## config.mk

```make
export PLATFORM = sky130hd
export DESIGN_NAME = rf_write_arbiter
export DESIGN_NICKNAME = d
export VERILOG_FILES = /design/src/rtl/rf_write_arbiter_pkg.sv /design/src/rtl/rf_wr_fifo.sv /design/src/rtl/rf_write_arbiter.sv
export SDC_FILE = /design/constraint.sdc
export NUM_CORES = 1
export LEC_CHECK = 0
export CELL_PAD_IN_SITES_DETAIL_PLACEMENT = 1
export CELL_PAD_IN_SITES_GLOBAL_PLACEMENT = 2
export CORE_AREA = 2 2 143 145
export CTS_CLUSTER_DIAMETER = 80
export DETAILED_ROUTE_END_ITERATION = 10
export DIE_AREA = 0 0 145 147
export GPL_TIMING_DRIVEN = 0
export PLACE_DENSITY = 0.89
export SYNTH_ARGS = -nofsm -noshare
export SYNTH_HDL_FRONTEND = slang
export SYNTH_HIERARCHICAL = 1
export SYNTH_SLANG_ARGS = --single-unit
```

## constraint.sdc

```tcl
create_clock -name clk -period 2.9 [get_ports clk]
set_input_delay 0.58 -clock clk [delete_from_list [all_inputs] [get_ports clk]]
set_output_delay 0.58 -clock clk [all_outputs]
set_load 0.01 [all_outputs]
```

## src/rtl/rf_write_arbiter_pkg.sv

```systemverilog
// Shared types and constants for the register-file write arbiter and its LU result FIFO.
// Latency: n/a (declarations only).
// Backpressure: n/a (declarations only).
//
// Contents:
//   REG_ADDR_W / DATA_W / ENTRY_W : write-port field widths
//   REG_ZERO                      : hard-wired zero register, never actually written
//   arb_state_e                   : RUN -> DRAIN -> HALTED sequencing
//   gnt_src_e                     : which requester owns the write port this cycle
//   rf_wr_t                       : one queued or granted write {addr, data}
//   writes_rf()                   : true when a grant really updates the register file
package rf_write_arbiter_pkg;

  localparam int REG_ADDR_W = 5;
  localparam int DATA_W     = 32;
  localparam int ENTRY_W    = REG_ADDR_W + DATA_W;

  localparam logic [REG_ADDR_W-1:0] REG_ZERO = 5'd0;

  typedef enum logic [1:0] {
    ST_RUN    = 2'd0,
    ST_DRAIN  = 2'd1,
    ST_HALTED = 2'd2
  } arb_state_e;

  typedef enum logic [1:0] {
    GNT_NONE = 2'd0,
    GNT_WB   = 2'd1,
    GNT_LU   = 2'd2,
    GNT_DBG  = 2'd3
  } gnt_src_e;

  typedef struct packed {
    logic [REG_ADDR_W-1:0] addr;
    logic [DATA_W-1:0]     data;
  } rf_wr_t;

  // A grant to r0 still consumes the request but must not touch the file.
  function automatic logic writes_rf(input gnt_src_e src, input logic [REG_ADDR_W-1:0] addr);
    return (src != GNT_NONE) && (addr != REG_ZERO);
  endfunction

endpackage

```

## src/rtl/rf_wr_fifo.sv

```systemverilog
// Small synchronous FIFO holding long-latency-unit results until the write port is free.
// Latency: a pushed entry is visible at the head the cycle after the push.
// Backpressure: pushes while full are dropped (caller must gate with !full); pops while empty are ignored.
//
// Ports:
//   clk, reset     : clock, synchronous active-high reset (empties the FIFO)
//   push_vld/_dat  : write one entry at the tail
//   pop            : consume the head entry
//   head_dat       : current head entry (valid when !empty)
//   full, empty    : occupancy flags, from the registered count
//   count          : number of stored entries, 0..DEPTH
module rf_wr_fifo
  import rf_write_arbiter_pkg::*;
#(
  parameter int DEPTH = 4,
  parameter int WIDTH = ENTRY_W
) (
  input  logic                       clk,
  input  logic                       reset,
  input  logic                       push_vld,
  input  logic [WIDTH-1:0]           push_dat,
  input  logic                       pop,
  output logic [WIDTH-1:0]           head_dat,
  output logic                       full,
  output logic                       empty,
  output logic [$clog2(DEPTH):0]     count
);

  localparam int PTR_W = $clog2(DEPTH);
  localparam int CNT_W = PTR_W + 1;
  localparam logic [CNT_W-1:0] DEPTH_C = CNT_W'(DEPTH);

  logic [WIDTH-1:0] mem_q [DEPTH];
  logic [WIDTH-1:0] mem_d [DEPTH];
  logic [PTR_W-1:0] wr_ptr_q, wr_ptr_d;
  logic [PTR_W-1:0] rd_ptr_q, rd_ptr_d;
  logic [CNT_W-1:0] count_q, count_d;
  logic             do_push;
  logic             do_pop;

  always_comb begin
    // Full/empty come from the pre-pop count, so a pop cannot make room
    // for a push in the same cycle.
    do_push  = push_vld && (count_q != DEPTH_C);
    do_pop   = pop && (count_q != '0);
    mem_d    = mem_q;
    wr_ptr_d = wr_ptr_q;
    rd_ptr_d = rd_ptr_q;
    count_d  = count_q;

    if (do_push) begin
      mem_d[wr_ptr_q] = push_dat;
      wr_ptr_d        = wr_ptr_q + 1'b1;   // DEPTH is a power of 2: wraps naturally
    end
    if (do_pop) begin
      rd_ptr_d = rd_ptr_q + 1'b1;
    end

    case ({do_push, do_pop})
      2'b10:   count_d = count_q + 1'b1;
      2'b01:   count_d = count_q - 1'b1;
      default: count_d = count_q;
    endcase
  end

  always_ff @(posedge clk) begin
    if (reset) begin
      wr_ptr_q <= '0;
      rd_ptr_q <= '0;
      count_q  <= '0;
    end else begin
      wr_ptr_q <= wr_ptr_d;
      rd_ptr_q <= rd_ptr_d;
      count_q  <= count_d;
    end
  end

  // Storage needs no reset: nothing is read while count is zero.
  always_ff @(posedge clk) begin
    mem_q <= mem_d;
  end

  assign head_dat = mem_q[rd_ptr_q];
  assign full     = (count_q == DEPTH_C);
  assign empty    = (count_q == '0);
  assign count    = count_q;

endmodule

```

## src/rtl/rf_write_arbiter.sv

```systemverilog
// Owns the single register-file write port, shared by WB, the long-latency unit (via FIFO) and debug.
// Latency: WB/debug writes land combinationally in the same cycle; LU results are written no earlier than the next cycle.
// Backpressure: LU_Ready drops when the FIFO is full or the core is halted; Stall_Req asks for bubbles when the FIFO head starves.
//
// Ports:
//   clk, reset                              : clock, synchronous active-high reset
//   WB_C_RegWrite, WB_RegToWrite, WB_Result : in-order WB write request (highest priority)
//   WB_C_Halt                               : halt retiring in WB, starts the drain
//   LU_Valid, LU_Reg, LU_Data, LU_Ready     : LU result handshake into the FIFO
//   LU_Busy                                 : LU has work in flight (holds off HALTED)
//   DBG_Write, DBG_Reg, DBG_Data            : debug write, only honoured once halted
//   RF_WE, RF_WAddr, RF_WData               : register-file write port
//   Stall_Req                               : registered bubble request for the hazard unit
//   Halted                                  : registered, drain finished and port frozen to debug
module rf_write_arbiter
  import rf_write_arbiter_pkg::*;
#(
  parameter int DEPTH        = 4,
  parameter int STARVE_LIMIT = 8
) (
  input  logic        clk,
  input  logic        reset,
  input  logic        WB_C_RegWrite,
  input  logic [4:0]  WB_RegToWrite,
  input  logic [31:0] WB_Result,
  input  logic        WB_C_Halt,
  input  logic        LU_Valid,
  input  logic [4:0]  LU_Reg,
  input  logic [31:0] LU_Data,
  input  logic        LU_Busy,
  output logic        LU_Ready,
  input  logic        DBG_Write,
  input  logic [4:0]  DBG_Reg,
  input  logic [31:0] DBG_Data,
  output logic        RF_WE,
  output logic [4:0]  RF_WAddr,
  output logic [31:0] RF_WData,
  output logic        Stall_Req,
  output logic        Halted
);

  localparam int CNT_W = $clog2(DEPTH) + 1;
  localparam int SC_W  = $clog2(STARVE_LIMIT + 1);
  localparam logic [SC_W-1:0] STARVE_LIMIT_C = SC_W'(STARVE_LIMIT);

  arb_state_e       state_q, state_d;
  logic [SC_W-1:0]  starve_q, starve_d;
  logic             stall_req_q, stall_req_d;
  logic             halted_q, halted_d;

  rf_wr_t           lu_entry;
  rf_wr_t           fifo_head;
  logic             fifo_push;
  logic             fifo_pop;
  logic             fifo_full;
  logic             fifo_empty;
  logic [CNT_W-1:0] fifo_count;

  gnt_src_e         gnt_src;
  rf_wr_t           gnt_wr;

  assign lu_entry = '{addr: LU_Reg, data: LU_Data};

  // Ready is withheld during reset so no transfer is acknowledged that the
  // reset is about to discard.
  assign LU_Ready  = !reset && !fifo_full && (state_q != ST_HALTED);
  assign fifo_push = LU_Valid && LU_Ready;

  rf_wr_fifo #(
    .DEPTH (DEPTH),
    .WIDTH (ENTRY_W)
  ) u_lu_fifo (
    .clk      (clk),
    .reset    (reset),
    .push_vld (fifo_push),
    .push_dat (lu_entry),
    .pop      (fifo_pop),
    .head_dat (fifo_head),
    .full     (fifo_full),
    .empty    (fifo_empty),
    .count    (fifo_count)
  );

  // Write-port grant. While halted only debug may write; otherwise WB
  // always wins and the FIFO head takes any WB-free cycle.
  always_comb begin
    gnt_src  = GNT_NONE;
    gnt_wr   = '0;
    fifo_pop = 1'b0;
    if (!reset) begin
      if (state_q == ST_HALTED) begin
        if (DBG_Write) begin
          gnt_src = GNT_DBG;
          gnt_wr  = '{addr: DBG_Reg, data: DBG_Data};
        end
      end else if (WB_C_RegWrite) begin
        gnt_src = GNT_WB;
        gnt_wr  = '{addr: WB_RegToWrite, data: WB_Result};
      end else if (!fifo_empty) begin
        gnt_src  = GNT_LU;
        gnt_wr   = fifo_head;
        fifo_pop = 1'b1;   // r0 entries pop here too, they just never assert RF_WE
      end
    end
  end

  assign RF_WE    = writes_rf(gnt_src, gnt_wr.addr);
  assign RF_WAddr = gnt_wr.addr;
  assign RF_WData = gnt_wr.data;

  // Starvation tracking: counts cycles a waiting head loses to WB.
  // Stall_Req is registered from the next count, so it rises the cycle after
  // the LIMIT-th lost cycle and falls the cycle after the head finally pops.
  always_comb begin
    starve_d = starve_q;
    if (fifo_empty || fifo_pop) begin
      starve_d = '0;
    end else if ((gnt_src == GNT_WB) && (starve_q != STARVE_LIMIT_C)) begin
      starve_d = starve_q + 1'b1;
    end
    stall_req_d = (starve_d == STARVE_LIMIT_C);
  end

  // Halt sequencing. DRAIN waits until nothing is queued, in flight, or
  // being offered this cycle, so no LU result can arrive after the freeze.
  always_comb begin
    state_d = state_q;
    case (state_q)
      ST_RUN: begin
        if (WB_C_Halt) state_d = ST_DRAIN;
      end
      ST_DRAIN: begin
        if ((fifo_count == '0) && !LU_Busy && !LU_Valid) state_d = ST_HALTED;
      end
      ST_HALTED: begin
        state_d = ST_HALTED;   // leaves only through reset
      end
      default: begin
        state_d = ST_RUN;
      end
    endcase
    halted_d = (state_d == ST_HALTED);
  end

  always_ff @(posedge clk) begin
    if (reset) begin
      state_q     <= ST_RUN;
      starve_q    <= '0;
      stall_req_q <= 1'b0;
      halted_q    <= 1'b0;
    end else begin
      state_q     <= state_d;
      starve_q    <= starve_d;
      stall_req_q <= stall_req_d;
      halted_q    <= halted_d;
    end
  end

  assign Stall_Req = stall_req_q;
  assign Halted    = halted_q;

endmodule

```

==> results.txt, run 1 <==
Synthesized net count: 549. Routability-driven placement finished with a final weighted congestion of 0.753. The time the worst path needs with I/O delays and setup is 2.94 ns. The maximum net fanout on the critical path is 4, and the placeable core region is 0.0198 mm². The peak clock frequency supported by timing is 0.340 GHz. The worst path required time was 2.32 ns. Setup repair after global routing could not meet its margin everywhere.

The flow ran to the end, but the final reports show violations. The per-cell via count in the routed design was 5.06; the final-report max-slew violation count was 0. Once detail routing completed, the nets flagged for antenna violations numbered 0.

The worst slew margin relative to its limit came out at 57.7%. STA classifies the critical path startpoint as an input pin. STA puts the critical path data arrival time at 2.36 ns.

By area the synthesized netlist is led by edfxtp_1 (63%), mux4_2 (12%), dfxtp_1 (4.3%), nand2_1 (2.7%), a22oi_1 (2.3%). Before antenna repair, the detailed router went through 4 iterations. The number of global-route vias before repair was 4995; the final-report hold violation count was 0.

Input and output buffers added on the ports amount to 157. The peak ir drop on the vdd network is 0.412 mV. Die span in y: 147 µm. After synthesis, the netlist uses 50 different library cells. After synthesis, the largest area contributor takes up 63.0% of total cell area. Summed over all layers, the global routing overflow is 0. The worst slack at placement was -0.909 ns; the CTS buffer count was 17. The clock-pin slew on the worst setup and hold paths was 0.07 ns.

The count of boundary I/O pins was 159; the final net count was 746. The run gives 67.3% as the part of the Yosys area used for sequential elements. A synthesized cell averages 16.7 µm². The synthesized design spends more area on one cell type than any other, namely edfxtp_1. The logs give 0.0213 mm² for the die footprint and 163 for the clock net sink count. The tightest min-delay check is of the input pin to flop type. Cell with the most instances after synthesis: edfxtp_1. The cell area power density is 539 mW/mm².

TritonCTS built the clock tree. The tools report the number of instances in the synthesized netlist as 423. The tools report the count of synthesis-stage warnings from yosys as 6. For this block, the via count after detailed routing is 4567. The total placed cells including tap cells is 854, and the final count of negative-setup-slack endpoints is 1. Counting flops with an async set or reset pin after synthesis yields a share of 0%.

For the post-detailed-route DRC marker count, the log shows 0. STA classifies the critical path endpoint as a primary output. After synthesis the cells add up to 0.00705 mm². The logs give 0.00533 W for the total chip power and 903 for the final instance count without filler cells. At the pin with the least slew margin, the transition time is 0.635 ns. The logs give 0 for the diode insertion count for antenna repair and 0 for the total of hold buffers inserted after clock tree synthesis. In the final layout, the share of cells above drive strength 1 is 23.9%. The most used flip-flop cell after synthesis is edfxtp_1. HPWL after detailed placement: 13.3 mm. The number of H-tree levels was 4; the area growth from synthesis to layout was 40.2%.

The die extent in x came out at 145 µm. After detailed routing, the total wire length is 19.2 mm. The clock arrives with 0.00663 ns of skew. The logs give -0.0378 ns for the minimum setup slack in the final design and 0.00989 mm² for the final instance area. Max-cap violations in this run came to 0.

The effective utilization at floorplan is 35.5%. The tree is rooted in a clkbuf_16. The total leakage power was 3.42 nW.

The critical path class was input pin to primary output. Counting flops and latches in the post-synthesis netlist gives 163. The latest clock arrival within the worst-skew pair was 0.41 ns; the share of the clock period used by the worst path was 101%. The clock passes through at most 2 buffers. The checks that failed: setup timing. After detailed routing, the average wire length per cell comes to 21.2 µm. For the initial antenna violation count, the log shows 1.

After detailed placement, the total cell area comes to 0.00905 mm². Maximum number of pins on one net before global-route repair: 24. The commonest cells after synthesis are edfxtp_1 (148), nand2_1 (51), mux4_2 (37). In this run, synthesis inferred 148 flip-flops with an integrated enable.

Global routing used 18.3% of the available tracks across all layers. The first routing iteration left 276 violations. The floorplan has 52 rows. The run gives 29.2 mm as the wire length of the first global-routing pass.
registers in the layout (all words and copies together) (netlist names):
register	count
u_lu_fifo/count	3
state_q	2
u_lu_fifo/wr_ptr_q	2
Halted	1
Stall_Req	1
u_lu_fifo/mem_q	148
starve_q	4
u_lu_fifo/rd_ptr_q	2
placed cells by master (no fill, tap or decap), types with 3 or more instances in the layout:
master	synthesis	routed
buf_6	7	9
o21ai_0	5	5
inv_6	0	3
nor2_1	11	11
nor3_1	4	3
xor2_1	4	4
mux4_2	37	37
nand3_1	3	3
dlygate4sd2_1	0	30
buf_12	1	12
and2_1	8	3
buf_4	3	18
edfxtp_1	148	148
a21oi_1	21	21
clkinvlp_4	0	4
and2_2	0	5
nand2b_1	5	5
a31oi_1	3	3
ha_1	7	6
nand2_1	51	51
buf_2	9	3
dfxtp_2	0	3
dfxtp_1	15	9
clkbuf_16	0	17
a22oi_1	22	20
clkinv_4	0	6
clkdlybuf4s50_1	0	121
clkbuf_1	4	3
inv_1	12	12
a22oi_2	10	12
dfxtp_4	0	3
or3_1	3	3
cells by family after synthesis:
| group | count (synthesis) | share of synthesized area [%] |
|---|---|---|
| xor gates and xnor gates | 6 | 0.745 |
| AOI/OAI and AO/OA | 72 | 7.73 |
| DFF | 163 | 67.3 |
| muxes | 39 | 12.2 |
| buffers and inverters | 36 | 3.21 |
| adders and majority gates | 8 | 1.53 |
| and+or+nand+nor | 99 | 7.36 |
routing by layer:
metal | track usage [%] | up-vias | share of wire, %
met5 | 0 | - | 0.057
met4 | 4.75 | 2 | 1.6
met3 | 4.50 | 23 | 5.2
met2 | 33.5 | 137 | 53
met1 | 21.6 | 2332 | 40
li1 | - | 2073 | -
where the power goes:
part	total, W	internal (W)	switching, W
logic	0.000539	0.000303	0.000236
registers	0.00264	0.00261	0.0000217
clock network	0.00215	0.00120	0.000952
total	0.00533	0.00412	0.00121
cell type report:
type / instances / area (µm²)
Sequential cell: 163 / 4760
Fill cell: 1941 / 9950
Clock buffer: 17 / 425
Multi-Input combinational cell: 224 / 2130
Buffer: 24 / 283
Clock inverter: 15 / 150
Inverter: 12 / 45.0
Tap cell: 270 / 338
Timing Repair Buffer: 178 / 1760
per-stage QoR:
step                      hold slack (ns)  utilization (%)  TNS [ns]
final                               0.469             49.8   -0.0378
after global routing                0.466             49.8    -0.193
after CTS                           0.441             49.4    -0.113
after detailed placement            0.530             45.6    -82.07
after global placement              0.491             45.2   -219.08
after floorplan                     0.479                -         0
final timing paths:
check / from / end / slack [ns] / depth (start not counted)
max reg2reg: state_q[0] / u_lu_fifo/count[2] / 0.12 / 12
max: DBG_Write / RF_WE / -0.04 / 8
min reg2reg: u_lu_fifo/wr_ptr_q[0] / u_lu_fifo/wr_ptr_q[0] / 0.54 / 2
min: reset / u_lu_fifo/count[2] / 0.47 / 2
timing repair:
item,4_1_cts,5_1_grt
pin swaps,5,2
endpoints found under the setup margin,132,8
resized for setup,84,13
buffers inserted,10,7
critical path: stages:
cell and delay, ns:
clkdlybuf4s50_1 0.45, and4bb_2 0.28, buf_8 0.14, a222oi_1 0.41
buf_4 0.18, buf_4 0.09, nand4b_1 0.08, buf_2 0.14
(Power assumes the default switching activity.)
==> inputs of run 2 (changes only) <==
--- a/config.mk
+++ b/config.mk
@@ -11,8 +11,7 @@
 export CTS_CLUSTER_DIAMETER = 80
 export DETAILED_ROUTE_END_ITERATION = 10
 export DIE_AREA = 0 0 145 147
-export GPL_TIMING_DRIVEN = 0
-export PLACE_DENSITY = 0.89
+export PLACE_DENSITY = 0.9
 export SYNTH_ARGS = -nofsm -noshare
 export SYNTH_HDL_FRONTEND = slang
 export SYNTH_HIERARCHICAL = 1
==> run 2 against run 1 <==
Effect of this change: the run now ends clean; power grew 3.5%; hold slack improved by 0.074 ns; clock power up 7%; clock skew grew 0.0047 ns; first-iteration DRC count is 11% lower; sequential share of layout area is 0.92 points lower; highest routed layer unchanged.
==> results.txt, run 2 (synthesis gave the netlist of run 1 again) <==
The flow ran to the end, and the final reports show no timing, DRC or antenna violations. The path class of the tightest hold or removal check is flop to flop. The longest clock path from root to sink contains 2 buffers.

The most heavily used metal layer in global routing is met2. The run gives 0.0113 ns as the worst setup skew after layout. Traced cell by cell, the critical path runs through clkdlybuf4s50_1, buf_4, and2_2, buf_12, a22oi_1, o21ai_0, dlygate4sd2_1. For this block, the routed nets add up to 19.2 mm of wire.

u_lu_fifo/mem_q holds more flip-flops than any other register. The cell area reported after detailed placement is 0.00929 mm². The clock-pin slew on the worst setup and hold paths was 0.06 ns; the setup TNS after final layout was 0 ns. VDD sags by at most 0.362 mV. TritonCTS built the clock tree.

The latest clock arrival within the worst-skew pair was 0.42 ns. For the total via count in the routed design, the log shows 4629. Root cell of the clock tree: clkbuf_16. The run gives 0 as the final-report max-slew violation count. Headroom to the max-slew limit came out at 70.4%. The final instance area is 0.0101 mm². Leaving out fill and tap cells, the most frequent cells in the layout are edfxtp_1 (148), clkdlybuf4s50_1 (118), nand2_1 (51).

The first TritonRoute pass finished after 4 iterations. The area growth from synthesis to layout works out to 42.9%. At the end of routability-driven placement, the weighted congestion stood at 0.793.

Slowest library cell on the worst path: clkdlybuf4s50_1. The tools report the final-report hold violation count as 0. The filler cell count is 1937. Once the floorplan was initialized, standard cells occupied 35.5% of the core.

The clock tree synthesis step divided the H-tree into 4 levels. Summing internal, switching and leakage power gives 0.00551 W. The time the worst path needs with I/O delays and setup was 2.88 ns; the total placed cells including tap cells was 873. The endpoint arrival time on the critical path is 2.30 ns. In the final routed layout, each cell accounts on average for 20.9 µm. The first global-routing pass estimated 30.0 mm of wire. STA classifies the critical path endpoint as a primary output.

The number of global-route vias before repair was 5234. Setup repair after global routing could not meet its margin everywhere. The peak clock frequency supported by timing is 0.347 GHz. Cells fill 50.8% of the core in the end. Entering global routing, the biggest net connects 22 pins. The worst setup path is of the input pin to primary output kind.

The placeable core region was 0.0198 mm²; the total leakage power was 3.56 nW. Among cell families on the critical path, the largest total delay comes from buffers and inverters. The die extent in x is 145 µm, and the per-cell via count in the routed design is 5.02. The share of the clock period used by the worst path works out to 99.3%.

Leaving out fill and tap cells, the most frequent cell in the layout is edfxtp_1. The largest stage delay on the critical path was 0.45 ns. In the routed design, unresolved DRC markers number 0. Clock tree synthesis inserted a total of 17 buffers. The met1 track utilization from global routing is 22.3%.

Number of buffers and inverters on the critical path: 4. In the final layout, the share of cells above drive strength 1 is 25.5%. Row generation in the floorplan step produced 52 rows. The initial detailed-routing violation count was 245. 159 I/O pins were placed.

The register with the most flip-flops in the layout has 148 of them. For the initial antenna violation count, the log shows 2. The worst setup path is launched from an input pin.

The run gives 2.32 ns as the worst path required time. The overflow left after global routing came out at 0. The final count of negative-setup-slack endpoints is 0, and the die span in y is 147 µm. Of all nets on the critical path, the largest fanout is 12.

Global routing consumed, on the met3 layer, 5.12% of the routing resources. The met2 global-route usage is 32.9%, and the final instance count without filler cells is 923. The cell area power density came out at 547 mW/mm². The floorplan step defined a die boundary enclosing 0.0213 mm².

The logs give 13.4 mm for the HPWL after detailed placement and 18.8% for the total global routing track utilization. Number of buffer cells added on primary ports: 158. The clock net sink count came out at 163. For the pin with the worst max-slew slack, the measured transition is 0.441 ns. For the final net count, the log shows 765. The tool flagged a number of max-cap violations equal to 0. The detail route stage leaves a number of antenna-violating nets equal to 0.
==> run 2: what timing repair did <==
action	in CTS	in global routing
buffers inserted	15	2
setup endpoints to repair	37	10
pin swaps	4	4
hold endpoints to repair	0	0
gates cloned	0	0
gates resized for setup	60	9
hold buffers	0	0
==> run 2: metrics by stage <==
stage	hold WS, ns	worst slack, ns
after global routing	0.570	-0.0738
after detailed placement	0.527	-0.570
after floorplan	0.479	0.0315
after global placement	0.492	-0.451
final	0.543	0.0209
after CTS	0.545	0.0102
==> run 2: path summary, 6_finish.rpt <==
| path | from | to | slack, ns | cells past startpoint |
|---|---|---|---|---|
| worst max-delay path | DBG_Write | RF_WData[3] | 0.02 | 7 |
| worst min-delay path | state_q[0] | state_q[0] | 0.54 | 2 |
| worst max register to register | u_lu_fifo/count[2] | u_lu_fifo/count[2] | 0.27 | 12 |
| worst min register to register | state_q[0] | state_q[0] | 0.54 | 2 |
==> run 2: tightest hold or removal path, cell delays in order, from the launching register on <==
cell	delay, ns
dfxtp_2	0.34
nor2_1	0.11
nor4_1	0.05
==> run 2: layout make-up <==
cell class,count,area [µm²],share of cell area (%)
clock buffer,17,425,4.22
tap,270,338,3.35
sequential,163,4760,47.2
inverter,12,45.0,0.447
multi-input combinational,224,2120,21.1
antenna,1,2.50,0.0248
clock inverter,15,179,1.78
timing repair buffer,221,2210,21.9
==> run 2: power breakdown <==
| part | internal [W] | switching, W |
|---|---|---|
| sequential | 0.00261 | 0.0000219 |
| combinational | 0.000333 | 0.000245 |
| clock | 0.00136 | 0.000938 |
| total | 0.00431 | 0.00121 |
==> run 2: layer usage <==
metal  wire length [µm]  share of wire (%)
met5                 13              0.068
met4                320                1.7
met3               1040                5.4
met2              10100                 52
met1               7810                 41
